===== config.mk =====
export PLATFORM = sky130hd
export DESIGN_NAME = auto_whacker
export DESIGN_NICKNAME = d
export VERILOG_FILES = /design/src/rtl/auto_whacker.sv
export SDC_FILE = /design/constraint.sdc
export NUM_CORES = 1
export LEC_CHECK = 0
export BUFFER_PORTS_ARGS = -buffer_cell sky130_fd_sc_hd__buf_2
export CAP_MARGIN = 40
export CORE_ASPECT_RATIO = 2
export CORE_MARGIN = 4
export CORE_UTILIZATION = 60
export CTS_CLUSTER_DIAMETER = 120
export DETAILED_ROUTE_END_ITERATION = 6
export PLACE_DENSITY_LB_ADDON = 0.1
export SLEW_MARGIN = 5
export SYNTH_ARGS = -nofsm -noshare
export SYNTH_HDL_FRONTEND = slang
export SYNTH_SLANG_ARGS = --single-unit

===== constraint.sdc =====
create_clock -name clk -period 7.1 [get_ports clk]
set_input_delay 0.355 -clock clk [delete_from_list [all_inputs] [get_ports clk]]
set_output_delay 0.355 -clock clk [all_outputs]
set_load 0.01 [all_outputs]

===== src/rtl/auto_whacker.sv =====
// auto_whacker: attract/demo-mode player. Watches the mole bitmap and, after a
// programmable reaction delay, toggles the matching emulated switch so that hit
// logic registers a whack. With enable low the physical switches pass straight through.
module auto_whacker #(
  parameter int NUM_HOLES     = 17,
  parameter int CLKS_PER_MS   = 50000,
  parameter int REACTION_MS   = 250,
  parameter int COOLDOWN_CLKS = 1000
) (
  input  logic                 clk,
  input  logic                 rst_n,
  input  logic                 enable,
  input  logic                 game_in_progress,
  input  logic [NUM_HOLES-1:0] mole_positions,
  input  logic [NUM_HOLES-1:0] switches_in,
  output logic [NUM_HOLES-1:0] switches_out,
  output logic                 busy,
  output logic [4:0]           target_idx,
  output logic [15:0]          whack_count
);

  localparam int REACT_CLKS = REACTION_MS * CLKS_PER_MS;
  localparam int MAX_CLKS   = (REACT_CLKS > COOLDOWN_CLKS) ? REACT_CLKS : COOLDOWN_CLKS;
  localparam int CNT_W      = $clog2(MAX_CLKS + 1);

  localparam logic [CNT_W-1:0]     REACT_LOAD   = CNT_W'(REACT_CLKS - 1);
  localparam logic [CNT_W-1:0]     COOL_LOAD    = (COOLDOWN_CLKS > 0) ? CNT_W'(COOLDOWN_CLKS - 1) : CNT_W'(0);
  localparam logic [CNT_W-1:0]     CNT_ONE      = CNT_W'(1);
  localparam logic [CNT_W-1:0]     CNT_ZERO     = CNT_W'(0);
  localparam logic [NUM_HOLES-1:0] HOLE0        = NUM_HOLES'(1);
  localparam bit                   HAS_COOLDOWN = (COOLDOWN_CLKS > 0);

  localparam logic [1:0] ST_IDLE     = 2'd0;
  localparam logic [1:0] ST_AIM      = 2'd1;
  localparam logic [1:0] ST_STRIKE   = 2'd2;
  localparam logic [1:0] ST_COOLDOWN = 2'd3;

  // Lowest set index of a hole vector; 0 when the vector is empty.
  function automatic logic [4:0] lowest_set(input logic [NUM_HOLES-1:0] vec);
    logic [4:0] idx;
    idx = 5'd0;
    for (int i = NUM_HOLES - 1; i >= 0; i--) begin
      if (vec[i]) begin
        idx = 5'(i);
      end else begin
        idx = idx;
      end
    end
    return idx;
  endfunction

  logic [1:0]           r_state;
  logic [CNT_W-1:0]     r_dly;
  logic [4:0]           r_target;
  logic [NUM_HOLES-1:0] r_pending;
  logic [NUM_HOLES-1:0] r_mole_prev;
  logic [NUM_HOLES-1:0] r_sw_state;
  logic [15:0]          r_whack;
  logic                 r_busy;
  logic                 r_en_prev;

  logic                 w_active;
  logic [NUM_HOLES-1:0] w_rise;
  logic [NUM_HOLES-1:0] w_strike_mask;
  logic [NUM_HOLES-1:0] w_pending_next;
  logic [1:0]           w_next_state;
  logic [CNT_W-1:0]     w_next_dly;
  logic [4:0]           w_next_target;
  logic                 w_strike;

  assign w_active = enable & game_in_progress;

  // Emulated bank only reaches hit logic when enabled and out of reset.
  assign switches_out = (rst_n && enable) ? r_sw_state : switches_in;
  assign busy         = r_busy;
  assign target_idx   = r_target;
  assign whack_count  = r_whack;

  // Pending-mole bookkeeping: latch rising moles, drop fallen/struck ones, flush when inactive.
  always_comb begin
    w_rise        = mole_positions & ~r_mole_prev;
    w_strike_mask = w_strike ? (HOLE0 << r_target) : '0;
    if (w_active) begin
      w_pending_next = (r_pending | w_rise) & mole_positions & ~w_strike_mask;
    end else begin
      w_pending_next = '0;
    end
  end

  // Next-state logic for the IDLE/AIM/STRIKE/COOLDOWN sequencer.
  always_comb begin
    w_next_state  = r_state;
    w_next_dly    = r_dly;
    w_next_target = r_target;
    w_strike      = 1'b0;
    if (!w_active) begin
      w_next_state  = ST_IDLE;
      w_next_dly    = CNT_ZERO;
      w_next_target = 5'd0;
    end else begin
      case (r_state)
        ST_IDLE: begin
          if (|r_pending) begin
            w_next_state  = ST_AIM;
            w_next_target = lowest_set(r_pending);
            w_next_dly    = REACT_LOAD;
          end else begin
            w_next_target = 5'd0;
          end
        end
        ST_AIM: begin
          // A dropped mole abandons the shot even if the delay expires this cycle.
          if (!mole_positions[r_target]) begin
            w_next_state  = ST_IDLE;
            w_next_target = 5'd0;
          end else if (r_dly == CNT_ZERO) begin
            w_next_state = ST_STRIKE;
          end else begin
            w_next_dly = r_dly - CNT_ONE;
          end
        end
        ST_STRIKE: begin
          w_strike = 1'b1;
          if (HAS_COOLDOWN) begin
            w_next_state = ST_COOLDOWN;
            w_next_dly   = COOL_LOAD;
          end else begin
            w_next_state  = ST_IDLE;
            w_next_target = 5'd0;
          end
        end
        ST_COOLDOWN: begin
          if (r_dly == CNT_ZERO) begin
            w_next_state  = ST_IDLE;
            w_next_target = 5'd0;
          end else begin
            w_next_dly = r_dly - CNT_ONE;
          end
        end
        default: begin
          w_next_state  = ST_IDLE;
          w_next_dly    = CNT_ZERO;
          w_next_target = 5'd0;
        end
      endcase
    end
  end

  // State, counters and mole history registers.
  always_ff @(posedge clk or negedge rst_n) begin
    if (!rst_n) begin
      r_state     <= ST_IDLE;
      r_dly       <= CNT_ZERO;
      r_target    <= 5'd0;
      r_pending   <= '0;
      r_mole_prev <= '0;
      r_busy      <= 1'b0;
      r_en_prev   <= 1'b0;
      r_whack     <= 16'd0;
    end else begin
      r_state     <= w_next_state;
      r_dly       <= w_next_dly;
      r_target    <= w_next_target;
      r_pending   <= w_pending_next;
      r_mole_prev <= mole_positions;
      r_busy      <= (w_next_state != ST_IDLE);
      r_en_prev   <= enable;
      if (w_strike && (r_whack != 16'hFFFF)) begin
        r_whack <= r_whack + 16'd1;
      end else begin
        r_whack <= r_whack;
      end
    end
  end

  // Emulated switch bank: shadows the physical bank while disabled and on the
  // enable handover cycle, so taking over never produces a spurious edge.
  always_ff @(posedge clk or negedge rst_n) begin
    if (!rst_n) begin
      r_sw_state <= '0;
    end else if (!enable || !r_en_prev) begin
      r_sw_state <= switches_in;
    end else if (w_strike) begin
      r_sw_state <= r_sw_state ^ w_strike_mask;
    end else begin
      r_sw_state <= r_sw_state;
    end
  end

endmodule


==> results.cfg <==
[clocking]
cts_setup_buffers = 0
root_buffer = clkbuf_16
clkSinkCount = 100
clock_latency_ns = 0.34
cts.clk_slew.worst_paths_ns = 0.07
cts_tree = built
h-tree-depth = 3
clockBufferDepth = 2
cts_buffers = 9

[synth]
synth_edf_count = 0
synth_mux_area_share_pct = 5.724
async_flop_share_pct = 100.0
synth_top_area_cell = dfrtp_1
yosys.area.top_type_share_pct = 48.92
synth_flop_cell = dfrtp_1
syn_area_um2 = 5115
synth-seq-cells = 100
synth-compound-area-share_pct = 14.26
synth-adder-area-share_pct = 0.4892
ys_warn_count = 0
synth-simple-area-share_pct = 21.23
synth_area_leaders = dfrtp_1 49%, a21oi_1 4.5%, nor2_1 4.5%
synth_seq_area_share_pct = 48.92
synth_cell_types = 55
synth_area_per_cell_um2 = 9.420
synthCells = 543
synth_top_family_by_area = simple AND/OR/NAND/NOR gates
synthXorXnorAreaFrac_pct = 5.308
syn-num-nets = 583

[placement]
gp_congestion = 0.9061
place_inst = 699
dp_hpwl_mm = 9.120
port-buffer-count = 76
placed_area_um2 = 5602

[detailed_routing]
drt_iter0_drc = 319
drc_errors = 0
vias = 4308
wl_mm = 12.54
drt-pass1-iter-count = 4
post_drt_wl_per_cell_um = 17.51
via_per_inst = 6.017
postRouteAntennaNets = 0

[worst_setup_path]
arrival_ns = 3.58
cp_max_fo = 13
critical_path_class = flip-flop to flip-flop
endpoint_kind = flip-flop
startpoint_type = flip-flop
reg2reg_depth = 10
required_ns = 7.31

[floorplanning]
die_y_um = 138.6
fp.dieW_um = 73.29
std_cell_rows = 47
start_util_pct = 61.69
die_area_um2 = 10160
core_area_um2 = 8292
io_pins = 77

[power_and_ir_drop]
ir_worst_vdd_mv = 0.1671
leakage_uw = 0.002693
p_per_area_nw_per_um2 = 235.7

[final_layout]
antenna-diode-count = 0
drive_above_1_share_pct = 21.20
fin_area_um2 = 5944
final_nets = 653
areaGrowthSynthToFinish_pct = 16.22
fin_cells = 716

[run_status]
outcome = finished clean

[global_route]
grt_overflow_total = 0
grt_start_max_net_pins = 71
grtUsageTotal_pct = 25.82
grt_pass1_vias = 4286
grt_first_pass_wirelength_mm = 20.52
antenna_found_initial = 0

[min_path]
hold_path_class = primary input to flip-flop
holdPathStages = 1

[sta]
post-route-period-util_pct = 47.37
worstMarginPinSlew_ns = 0.7028
max_freq_mhz = 297.3
finalSetupViolations = 0
finalHoldViolCount = 0
relSlewSlack_pct = 52.41
report.final.slew_viol_count = 0
clock_skew_ns = 0.008173
finalSetupTns_ns = 0
rsz0062_at_grt = no
post-route-min-period_ns = 3.363

[flow_run]
maxCapViolations = 0
[repair_timing]
item,in CTS,in global routing
endpoints found under the hold margin,21,0
resized for setup,0,0
hold buffers,1,0
[cell type report]
| class | count | area (um^2) |
|---|---|---|
| multi-input combinational | 390 | 2405 |
| sequential | 100 | 2502 |
| clock inverter | 6 | 93.84 |
| clock buffer | 10 | 239.0 |
| timing repair buffer | 84 | 476.7 |
| fill | 630 | 2347 |
| tap | 98 | 122.6 |
| inverter | 28 | 105.1 |
[worst max-delay path, stage by stage, from the launching register on]
cell	delay (ns)
dfrtp_1	0.43
inv_1	0.08
ha_1	0.20
nor4b_2	0.57
nand4_1	0.30
or4_1	0.68
o211ai_2	0.30
buf_6	0.25
nor3_2	0.12
a221oi_1	0.25
nor2_1	0.06
[power by group]
part	leakage (uW)	total [uW]	switching (uW)	internal, uW
Combinational	0.00125	233	141	92.1
Sequential	0.00128	625	27.5	598
Clock	0.000160	543	221	322
[flip-flops by register name, indices dropped and copies added, names as in the netlist]
| signal | count |
|---|---|
| r_dly | 24 |
| r_mole_prev | 17 |
| r_pending | 17 |
| r_sw_state | 17 |
| whack_count | 16 |
| target_idx | 5 |
| r_state | 2 |
| busy | 1 |
| r_en_prev | 1 |
[layout by cell type, fill, tap and decap left out, drive strengths merged, types with 3 or more instances in the layout]
master   instances
xor2             9
nand2           45
mux4             4
mux2            18
nand3           13
nand4            8
a211oi           4
xnor2           22
a311oi           3
a2111oi          3
and3             6
o21ai           29
nor4             7
or3              6
clkbuf          10
nor2            61
dfrtp          100
a21oi           46
or4              5
nand2b           7
nor3            33
nor3b            3
a31oi           10
inv             30
and2             9
nor2b            8
buf             83
[path summary, 6_finish.rpt]
path / from / to / slack [ns]
max: r_dly[0] / r_dly[13] / 3.74
min: mole_positions[14] / r_mole_prev[14] / 0.14
min reg2reg: r_mole_prev[13] / r_pending[13] / 0.44
max in group asynchronous: rst_n / r_sw_state[0] / 5.75
max reg2reg: r_dly[0] / r_dly[13] / 3.74
min in group asynchronous: rst_n / r_dly[22] / 0.45
[logic make-up after synthesis]
group           after synthesis
flops                       100
compound gates              117
buf+inv                      53
mux                          22
xor+xnor                     31
fa+ha+maj                     2
simple gates                218
[metrics by stage]
| step | setup slack (ns) | utilization (%) | total power [uW] | hold slack, ns |
|---|---|---|---|---|
| after floorplan | 4.409 | - | 785.0 | 0.05941 |
| after global placement | 3.753 | 66.91 | 851.9 | 0.2713 |
| after detailed placement | 3.764 | 67.56 | 866.3 | 0.2730 |
| after CTS | 3.739 | 71.69 | 1408 | 0.1311 |
| after global routing | 3.407 | 71.69 | 1463 | 0.1241 |
| final | 3.737 | 71.69 | 1401 | 0.1416 |
[layer usage]
metal,vias up,GRT usage (%),wire length [um]
met4,0,10.99,318
met3,28,6.168,633
met5,-,0,0
met2,145,44.69,6861
li1,2055,-,-
met1,2080,29.33,4725
[Yosys cell counts (2+ instances only)]
master and count:
nand3_1 13, ha_1 2, a32o_1 2, inv_1 28
nor2_1 61, o31ai_1 2, a211oi_1 4, a21oi_1 46
nor2b_1 8, or3_1 6, nand4_1 8, and2_1 8
a2111oi_0 2, buf_2 4, or4_4 2, o21bai_1 2
o21ai_0 29, nand2b_1 7, a221oi_1 2, and4_1 2
clkbuf_1 19, xor2_1 9, nor3_1 32, xnor2_1 22
o31a_1 2, a311oi_1 3, dfrtp_1 100, a41oi_1 2
nand2_1 45, mux4_2 4, or4_1 3, or2_2 2
nor3b_1 3, mux2_2 18, and3_1 6, nor4_1 7
a31oi_1 10
No activity file was read; power rests on OpenSTA's default activity.
